===== src/rtl/rf_fifo_ctrl.sv =====
`default_nettype none
// ============================================================================
// rf_fifo_ctrl : FIFO controller around a 1-cycle-latency register-file macro
//                with a 2-entry output buffer that hides the read latency.
// Revision     : 1.0
// ============================================================================
module rf_fifo_ctrl #(
  parameter int DW        = 32,
  parameter int AW        = 7,
  parameter int AFULL_THR = 112
) (
  input  logic          clk,
  input  logic          rst,
  input  logic          flush_i,
  input  logic          push_valid_i,
  input  logic [DW-1:0] push_data_i,
  output logic          push_ready_o,
  output logic          pop_valid_o,
  output logic [DW-1:0] pop_data_o,
  input  logic          pop_ready_i,
  output logic [AW+1:0] level_o,
  output logic          almost_full_o,
  input  logic [6:0]    cfg_ram_ctrl_i,
  output logic          ram_we_o,
  output logic [AW-1:0] ram_wr_addr_o,
  output logic [DW-1:0] ram_wdata_o,
  output logic          ram_re_o,
  output logic [AW-1:0] ram_rd_addr_o,
  input  logic [DW-1:0] ram_rdata_i,
  output logic [6:0]    ram_ctrl_o
);

  localparam logic [AW:0] c_depth     = {1'b1, {AW{1'b0}}};
  localparam logic [AW:0] c_afull_thr = (AW+1)'(AFULL_THR);

  logic [AW-1:0] wr_ptr_q, wr_ptr_d, rd_ptr_q, rd_ptr_d;
  logic [AW:0]   rf_cnt_q, rf_cnt_d;
  logic          inflight_q, inflight_d;
  logic [1:0]    obuf_cnt_q, obuf_cnt_d;
  logic [DW-1:0] obuf0_q, obuf0_d, obuf1_q, obuf1_d;
  logic [6:0]    ram_ctrl_q, ram_ctrl_d;

  logic       w_active, w_push_fire, w_pop_fire, w_rd_fire;
  logic [2:0] w_pending;
  logic [1:0] w_obuf_after_pop;

  always_comb begin
    w_active      = ~rst & ~flush_i;
    push_ready_o  = w_active & (rf_cnt_q < c_depth);
    pop_valid_o   = ~rst & (obuf_cnt_q != 2'd0);
    pop_data_o    = obuf0_q;
    almost_full_o = ~rst & (rf_cnt_q >= c_afull_thr);
    level_o       = rst ? '0 : ({1'b0, rf_cnt_q} + (AW+2)'(inflight_q) + (AW+2)'(obuf_cnt_q));
    ram_ctrl_o    = ram_ctrl_q;

    w_push_fire = push_valid_i & push_ready_o;
    w_pop_fire  = pop_valid_o & pop_ready_i;
    // Words already owed to the output buffer after this cycle's pop; rf_cnt
    // only counts earlier writes, so the read never targets this cycle's write.
    w_pending   = {1'b0, obuf_cnt_q} + {2'b00, inflight_q} - {2'b00, w_pop_fire};
    w_rd_fire   = w_active & (rf_cnt_q != '0) & (w_pending < 3'd2);

    ram_we_o      = w_push_fire;
    ram_wr_addr_o = wr_ptr_q;
    ram_wdata_o   = push_data_i;
    ram_re_o      = w_rd_fire;
    ram_rd_addr_o = rd_ptr_q;

    wr_ptr_d   = wr_ptr_q + (AW)'(w_push_fire);
    rd_ptr_d   = rd_ptr_q + (AW)'(w_rd_fire);
    rf_cnt_d   = rf_cnt_q + (AW+1)'(w_push_fire) - (AW+1)'(w_rd_fire);
    inflight_d = w_rd_fire;
    obuf0_d    = obuf0_q;
    obuf1_d    = obuf1_q;
    ram_ctrl_d = cfg_ram_ctrl_i;

    w_obuf_after_pop = obuf_cnt_q - {1'b0, w_pop_fire};
    if (w_pop_fire) obuf0_d = obuf1_q;
    obuf_cnt_d = w_obuf_after_pop;
    if (inflight_q & w_active) begin
      if (w_obuf_after_pop == 2'd0) obuf0_d = ram_rdata_i;
      else                          obuf1_d = ram_rdata_i;
      obuf_cnt_d = w_obuf_after_pop + 2'd1;
    end

    // Flush drops the returning read data by clearing the in-flight bit.
    if (flush_i) begin
      wr_ptr_d   = '0;
      rd_ptr_d   = '0;
      rf_cnt_d   = '0;
      inflight_d = 1'b0;
      obuf_cnt_d = 2'd0;
    end
  end

  always_ff @(posedge clk) begin
    if (rst) begin
      wr_ptr_q   <= '0;
      rd_ptr_q   <= '0;
      rf_cnt_q   <= '0;
      inflight_q <= 1'b0;
      obuf_cnt_q <= 2'd0;
      obuf0_q    <= '0;
      obuf1_q    <= '0;
      ram_ctrl_q <= 7'h00;
    end else begin
      wr_ptr_q   <= wr_ptr_d;
      rd_ptr_q   <= rd_ptr_d;
      rf_cnt_q   <= rf_cnt_d;
      inflight_q <= inflight_d;
      obuf_cnt_q <= obuf_cnt_d;
      obuf0_q    <= obuf0_d;
      obuf1_q    <= obuf1_d;
      ram_ctrl_q <= ram_ctrl_d;
    end
  end

endmodule
`default_nettype wire


===== config.mk =====
export PLATFORM = sky130hd
export DESIGN_NAME = rf_fifo_ctrl
export DESIGN_NICKNAME = d
export VERILOG_FILES = /design/src/rtl/rf_fifo_ctrl.sv
export SDC_FILE = /design/constraint.sdc
export NUM_CORES = 1
export LEC_CHECK = 0
export ABC_AREA = 1
export ABC_CLOCK_PERIOD_IN_PS = 3550
export BUFFER_PORTS_ARGS = -buffer_cell sky130_fd_sc_hd__buf_4
export CAP_MARGIN = 20
export CORE_ASPECT_RATIO = 0.9
export CORE_MARGIN = 2
export CORE_UTILIZATION = 40
export DETAILED_ROUTE_END_ITERATION = 16
export GPL_ROUTABILITY_DRIVEN = 0
export PLACE_DENSITY = 0.79
export SLEW_MARGIN = 10
export SYNTH_ARGS = -nofsm -noshare
export SYNTH_HDL_FRONTEND = slang
export SYNTH_SLANG_ARGS = --single-unit

===== constraint.sdc =====
create_clock -name clk -period 3.55 [get_ports clk]
set_input_delay 0.71 -clock clk [delete_from_list [all_inputs] [get_ports clk]]
set_output_delay 0.71 -clock clk [all_outputs]
set_load 0.02 [all_outputs]

* Word level (Yosys, flattened, before mapping)
Index checks and enable logic that the tools add are counted. Widths: inputs -> output; s select.
Storage, ports and cells: bits in registers 96
Operators by class: multiplexer cells 5, bitwise logic cells 12, reductions and logical operators 5, $lt $le $gt $ge 3, $add $sub $neg 10
Operators with widths (count):
- $mux 32 | 3
- $add 7x1->7 | 2
- $add 8x1->9 | 1
- $add 9x2->9 | 1
- $and 1x1->1 | 9
- $mux 9 | 1
- $add 8x1->8 | 1
- $ge 8x7->1 const B | 1
- $lt 8x8->1 const B | 1
- $reduce_bool 8->1 | 1
- $sub 8x1->8 | 1
- $add 2x1->3 | 1
- $lt 3x2->1 const B | 1
- $not 1->1 | 3
- $sub 3x1->3 | 1
- $add 2x1->2 const B | 1
- $logic_not 2->1 | 1
- $mux 2 | 1
- $reduce_and 2->1 | 1
- $reduce_bool 2->1 | 1
- $reduce_or 2->1 | 1
- $sub 2x1->2 | 1

* Depth between registers and ports, before layout
depth in word-level cells 7, depth in mapped cells 21, mapped depth without buffers 20

* Worst setup path after synthesis
Ideal clock, no wire load.
path type input port to flip-flop, start input port rst, end register rf_cnt_q[6], data arrival time 4.140 ns, buffers on the path 2, setup time 0.113 ns, path slack -0.702 ns, cell stages on the path 19, cells stage by stage buf_6 -> a21oi_4 -> nand2_1 -> clkbuf_1 -> inv_1 -> ha_1 -> nor2_1 -> inv_1 -> fa_1 -> nand2_1 -> nor3_1 -> ha_1 -> inv_1 -> ha_1 -> fa_1 -> nand3_1 -> nand3_1 -> nor2_1 -> nor2_1
Between the ends: cells in the longest elaborated chain, start to end 7
Ends and longest elaborated chain:
- from (decl) | line 13 | input logic rst,
- $not 1->1 (*) | line 48, 50
- $and 1x1->1 | line 50 | pop_valid_o = ~rst & (obuf_cnt_q != 2'd0);
- $and 1x1->1 | line 57 | w_pop_fire = pop_valid_o & pop_ready_i;
- $sub 3x1->3 | line 60 | w_pending = {1'b0, obuf_cnt_q} + {2'b00, inflight_q} - {2'b00, w_pop_fire};
- $lt 3x2->1 | line 61 | w_rd_fire = w_active & (rf_cnt_q != '0) & (w_pending < 3'd2);
- $and 1x1->1 (*) | line 61
- net ram_re_o | line 27 | output logic ram_re_o,
- $sub 8x1->8 (*) | line 71 | rf_cnt_d = rf_cnt_q + (AW+1)'(w_push_fire) - (AW+1)'(w_rd_fire);
- to (signal assigned) | line 109 | rf_cnt_q <= rf_cnt_d;
- to (decl) | line 37 | logic [AW:0] rf_cnt_q, rf_cnt_d;
Mark *: on every way through the listed nets, which the timed path passes. The rest lies on a longest branch. A chain may end at the register's enable or synchronous reset.

* Worst setup path in the final report
start register obuf_cnt_q[1], end output port ram_re_o
Between the ends: cells in the longest elaborated chain, start to end 6
Ends and longest elaborated chain:
- from (decl) | line 39 | logic [1:0] obuf_cnt_q, obuf_cnt_d;
- from (signal assigned) | line 111 | obuf_cnt_q <= obuf_cnt_d;
- $reduce_bool 2->1 | line 50
- $and 1x1->1 | line 50
- $and 1x1->1 | line 57
- $sub 3x1->3 (*) | line 60
- $lt 3x2->1 (*) | line 61
- $and 1x1->1 (*) | line 61
- to (decl) | line 27
Every way passes the cells marked *; elsewhere a longest branch is shown, timed or not.

==> flow_summary_export.csv <==
group,metric,value,unit
route,num_vias,4383,
worst_setup_path,reg2regPathDepth,19,
worst_hold_path,whs_path_depth,2,
clock_tree,cts_made_buffers,9,
clock_tree,ctsHoldBuffers,0,
sta,timing.fmax,0.301,GHz
grt,grt_start_max_net_pins,65,
route,drt_iter0_drc,295,
finish,fillerInstances,1183,
finish,drive_gt1_share,19.5,%
logic_synthesis,ys_top_cells_by_count,"134 x nand2_1, 115 x inv_1, 109 x nand3_1",
clock_tree,cts_buffer_depth,2,
floorplan,die_x,122,um
finish,syn2layout_area_growth,19.8,%
power_and_ir_drop,vdd_drop_max,0.000353,V
sta,setup_violations,0,
sta,finalClockSkew,0.00877,ns
power_and_ir_drop,p_total,3200,uW
logic_synthesis,syn_area,5000,um^2
route,top_layer_used,"met4",
power_and_ir_drop,p_sw,1160,uW
place,dp_hpwl,7.61,mm
power_and_ir_drop,power.share.switching,36.3,%
logic_synthesis,yosysWarnings,0,
logic_synthesis,synth.most_common_cell,"nand2_1",
clock_tree,cts.sinks,96,
sta,min_period_over_period,93.6,%
worst_setup_path,end_kind,"output port",
power_and_ir_drop,p_leak,0.00303,uW
route,post-route-drc-count,0,
route,wl_per_cell,12.0,um
sta,worstMarginPinSlew,0.640,ns
clock_tree,worstSkewPairLatency,0.34,ns
grt,grt_pass1_wl,18.4,mm
sta,min_period,3.32,ns
floorplan,die_area,13400,um^2
logic_synthesis,syn-num-nets,808,
logic_synthesis,synth_cell_type_count,27,
worst_setup_path,start_kind,"flip-flop",
grt,grt_pass1_vias,3923,
clock_tree,cts_root_buf,"clkbuf_16",
run,drv_cap,0,
worst_hold_path,min_path_type,"flip-flop to flip-flop",
logic_synthesis,yosys.area.top_type,"dfxtp_1",
power_and_ir_drop,p_clk_share,28.6,%
worst_setup_path,cp.required,2.84,ns
power_and_ir_drop,p_comb_share,33.4,%
finish,design_area,5990,um^2
floorplan,ios,175,
logic_synthesis,synth_seq_cells,96,
sta,drv_slew,0,
sta,finalHoldViolCount,0,
grt,grt_overflow,0,
route,wl_met3,704,um
sta,rsz0062_at_grt,"false",
logic_synthesis,yosysTopAreaCellShare,38.4,%
sta,max_slew_margin,57.3,%
power_and_ir_drop,power.density,535,nW/um^2
logic_synthesis,syn_inst,703,
logic_synthesis,synth-main-ff-cell,"dfxtp_1",
place,portBuffers,110,
power_and_ir_drop,p_int,2040,uW
route,route.met2.wl,5.20,mm
logic_synthesis,synth_edf_count,0,
floorplan,core,12100,um^2
floorplan,die-height,110,um
grt,grt_usage,17.1,%
worst_setup_path,r2r_setup_slack,0.32,ns
floorplan,std_cell_rows,38,
worst_setup_path,arrival,2.61,ns
logic_synthesis,yosys-top-cells-area,"dfxtp_1 38%, nand3_1 11%, nand2_1 10%",
finish,n_antenna_cell,0,
logic_synthesis,yosysSeqAreaShare,38.4,%
worst_setup_path,crit_fanout,5,
logic_synthesis,syn_avg_cell_area,7.11,um^2
route,wl,11.2,mm
floorplan,start_util,41.2,%
place,place_area,5710,um^2
finish,final_core_util,49.4,%
logic_synthesis,async_flop_share,0,%
worst_setup_path,critPathKind,"flip-flop to output port",
route,via_per_inst,4.71,
clock_tree,htree_levels,3,
route,drtPass1Iterations,4,
power_and_ir_drop,seqPwrFrac,38.0,%
route,antenna_left,0,
clock_tree,cts_tree,"built",
run_status,outcome,"finished clean",
route,drt-met1-wl,5.15,mm
finish,layout.nets,871,
clock_tree,cts.clk_slew.worst_paths,0.07,ns
grt,antenna_found_initial,0,
-- cells in the final DEF (no fill, tap or decap), types with 2 or more instances in the layout --
cell	Yosys	final
nor3_1	4	3
inv_6	0	2
clkinv_2	0	2
o21ai_0	14	12
ha_1	25	23
inv_1	115	114
o21ai_1	28	29
xor2_1	4	4
nand2_1	134	132
xnor2_1	2	2
dfxtp_1	96	96
clkinvlp_4	0	2
nand2_2	0	2
clkbuf_16	0	9
nand3_1	109	109
fa_1	4	3
buf_4	35	120
a21oi_1	48	48
nor2_1	43	43
nand2_4	2	2
-- metal layers --
metal  GRT usage, %  vias up
met5              0        -
met4           5.75        0
met3           4.32       10
met2           28.3      114
met1           21.9     1967
li1               -     2292
-- power groups by stage --
stage / sequential (uW) / clock [uW] / combinational (uW)
after floorplan: 1280 / 0 / 771
after global placement: 1240 / 0 / 1040
after detailed placement: 1240 / 0 / 1070
after CTS: 1220 / 948 / 1070
after global routing: 1230 / 989 / 1210
final: 1220 / 917 / 1070
-- registers in the layout, summed over array words and instances, names as in the netlist --
signal and cells:
ram_ctrl_o 7, obuf1_q 32, rf_cnt_q 8, pop_data_o 32, ram_wr_addr_o 7, ram_rd_addr_o 7
obuf_cnt_q 2, inflight_q 1
-- critical path: stages (launching register included) --
cell,delay [ns]
dfxtp_1,0.39
inv_1,0.17
a21oi_4,0.19
nand2_2,0.09
inv_4,0.06
ha_4,0.18
nor2_1,0.08
inv_1,0.07
fa_1,0.50
nand2_2,0.08
nor3_4,0.18
buf_4,0.15
buf_4,0.13
-- cell families (layout without fill, tap and decap cells) --
kind of cell / count (synthesis) / after routing / synth area share (%)
simple gates: 295 / 295 / 25.7
buf+inv: 184 / 252 / 17.3
flops: 96 / 96 / 38.4
compound gates: 93 / 93 / 9.63
fa+ha+maj: 29 / 29 / 7.86
xor+xnor: 6 / 6 / 1.05
-- final cells by class --
type | count | area, um^2 | area share (%)
Sequential cell | 96 | 1920 | 32.1
Timing Repair Buffer | 120 | 901 | 15.0
Tap cell | 160 | 200 | 3.34
Clock buffer | 9 | 225 | 3.76
Multi-Input combinational cell | 423 | 2250 | 37.6
Clock inverter | 7 | 53.8 | 0.898
Inverter | 116 | 438 | 7.31
-- through the flow --
| step | cells | hold slack [ns] | worst slack (ns) | TNS (ns) |
|---|---|---|---|---|
| 2_1_floorplan | 703 | 0.437 | -0.112 | -0.288 |
| 3_3_place_gp | 915 | 0.449 | 0.125 | 0 |
| 3_5_place_dp | 915 | 0.452 | 0.0406 | 0 |
| 4_1_cts | 931 | 0.464 | 0.215 | 0 |
| 5_1_grt | 931 | 0.480 | 0.0301 | 0 |
| 6_report | 931 | 0.462 | 0.227 | 0 |
-- final timing paths --
path | from | endpoint
max | obuf_cnt_q[1] | ram_re_o
min | obuf1_q[21] | obuf1_q[21]
max reg2reg | obuf_cnt_q[1] | rf_cnt_q[6]
min reg2reg | obuf1_q[21] | obuf1_q[21]
-- repair_timing --
| item | 4_1_cts | 5_1_grt |
|---|---|---|
| resized for setup | 0 | 1 |
| endpoints found under the setup margin | 0 | 2 |
| setup buffers | 0 | 0 |
No activity file was read; power rests on OpenSTA's default activity.
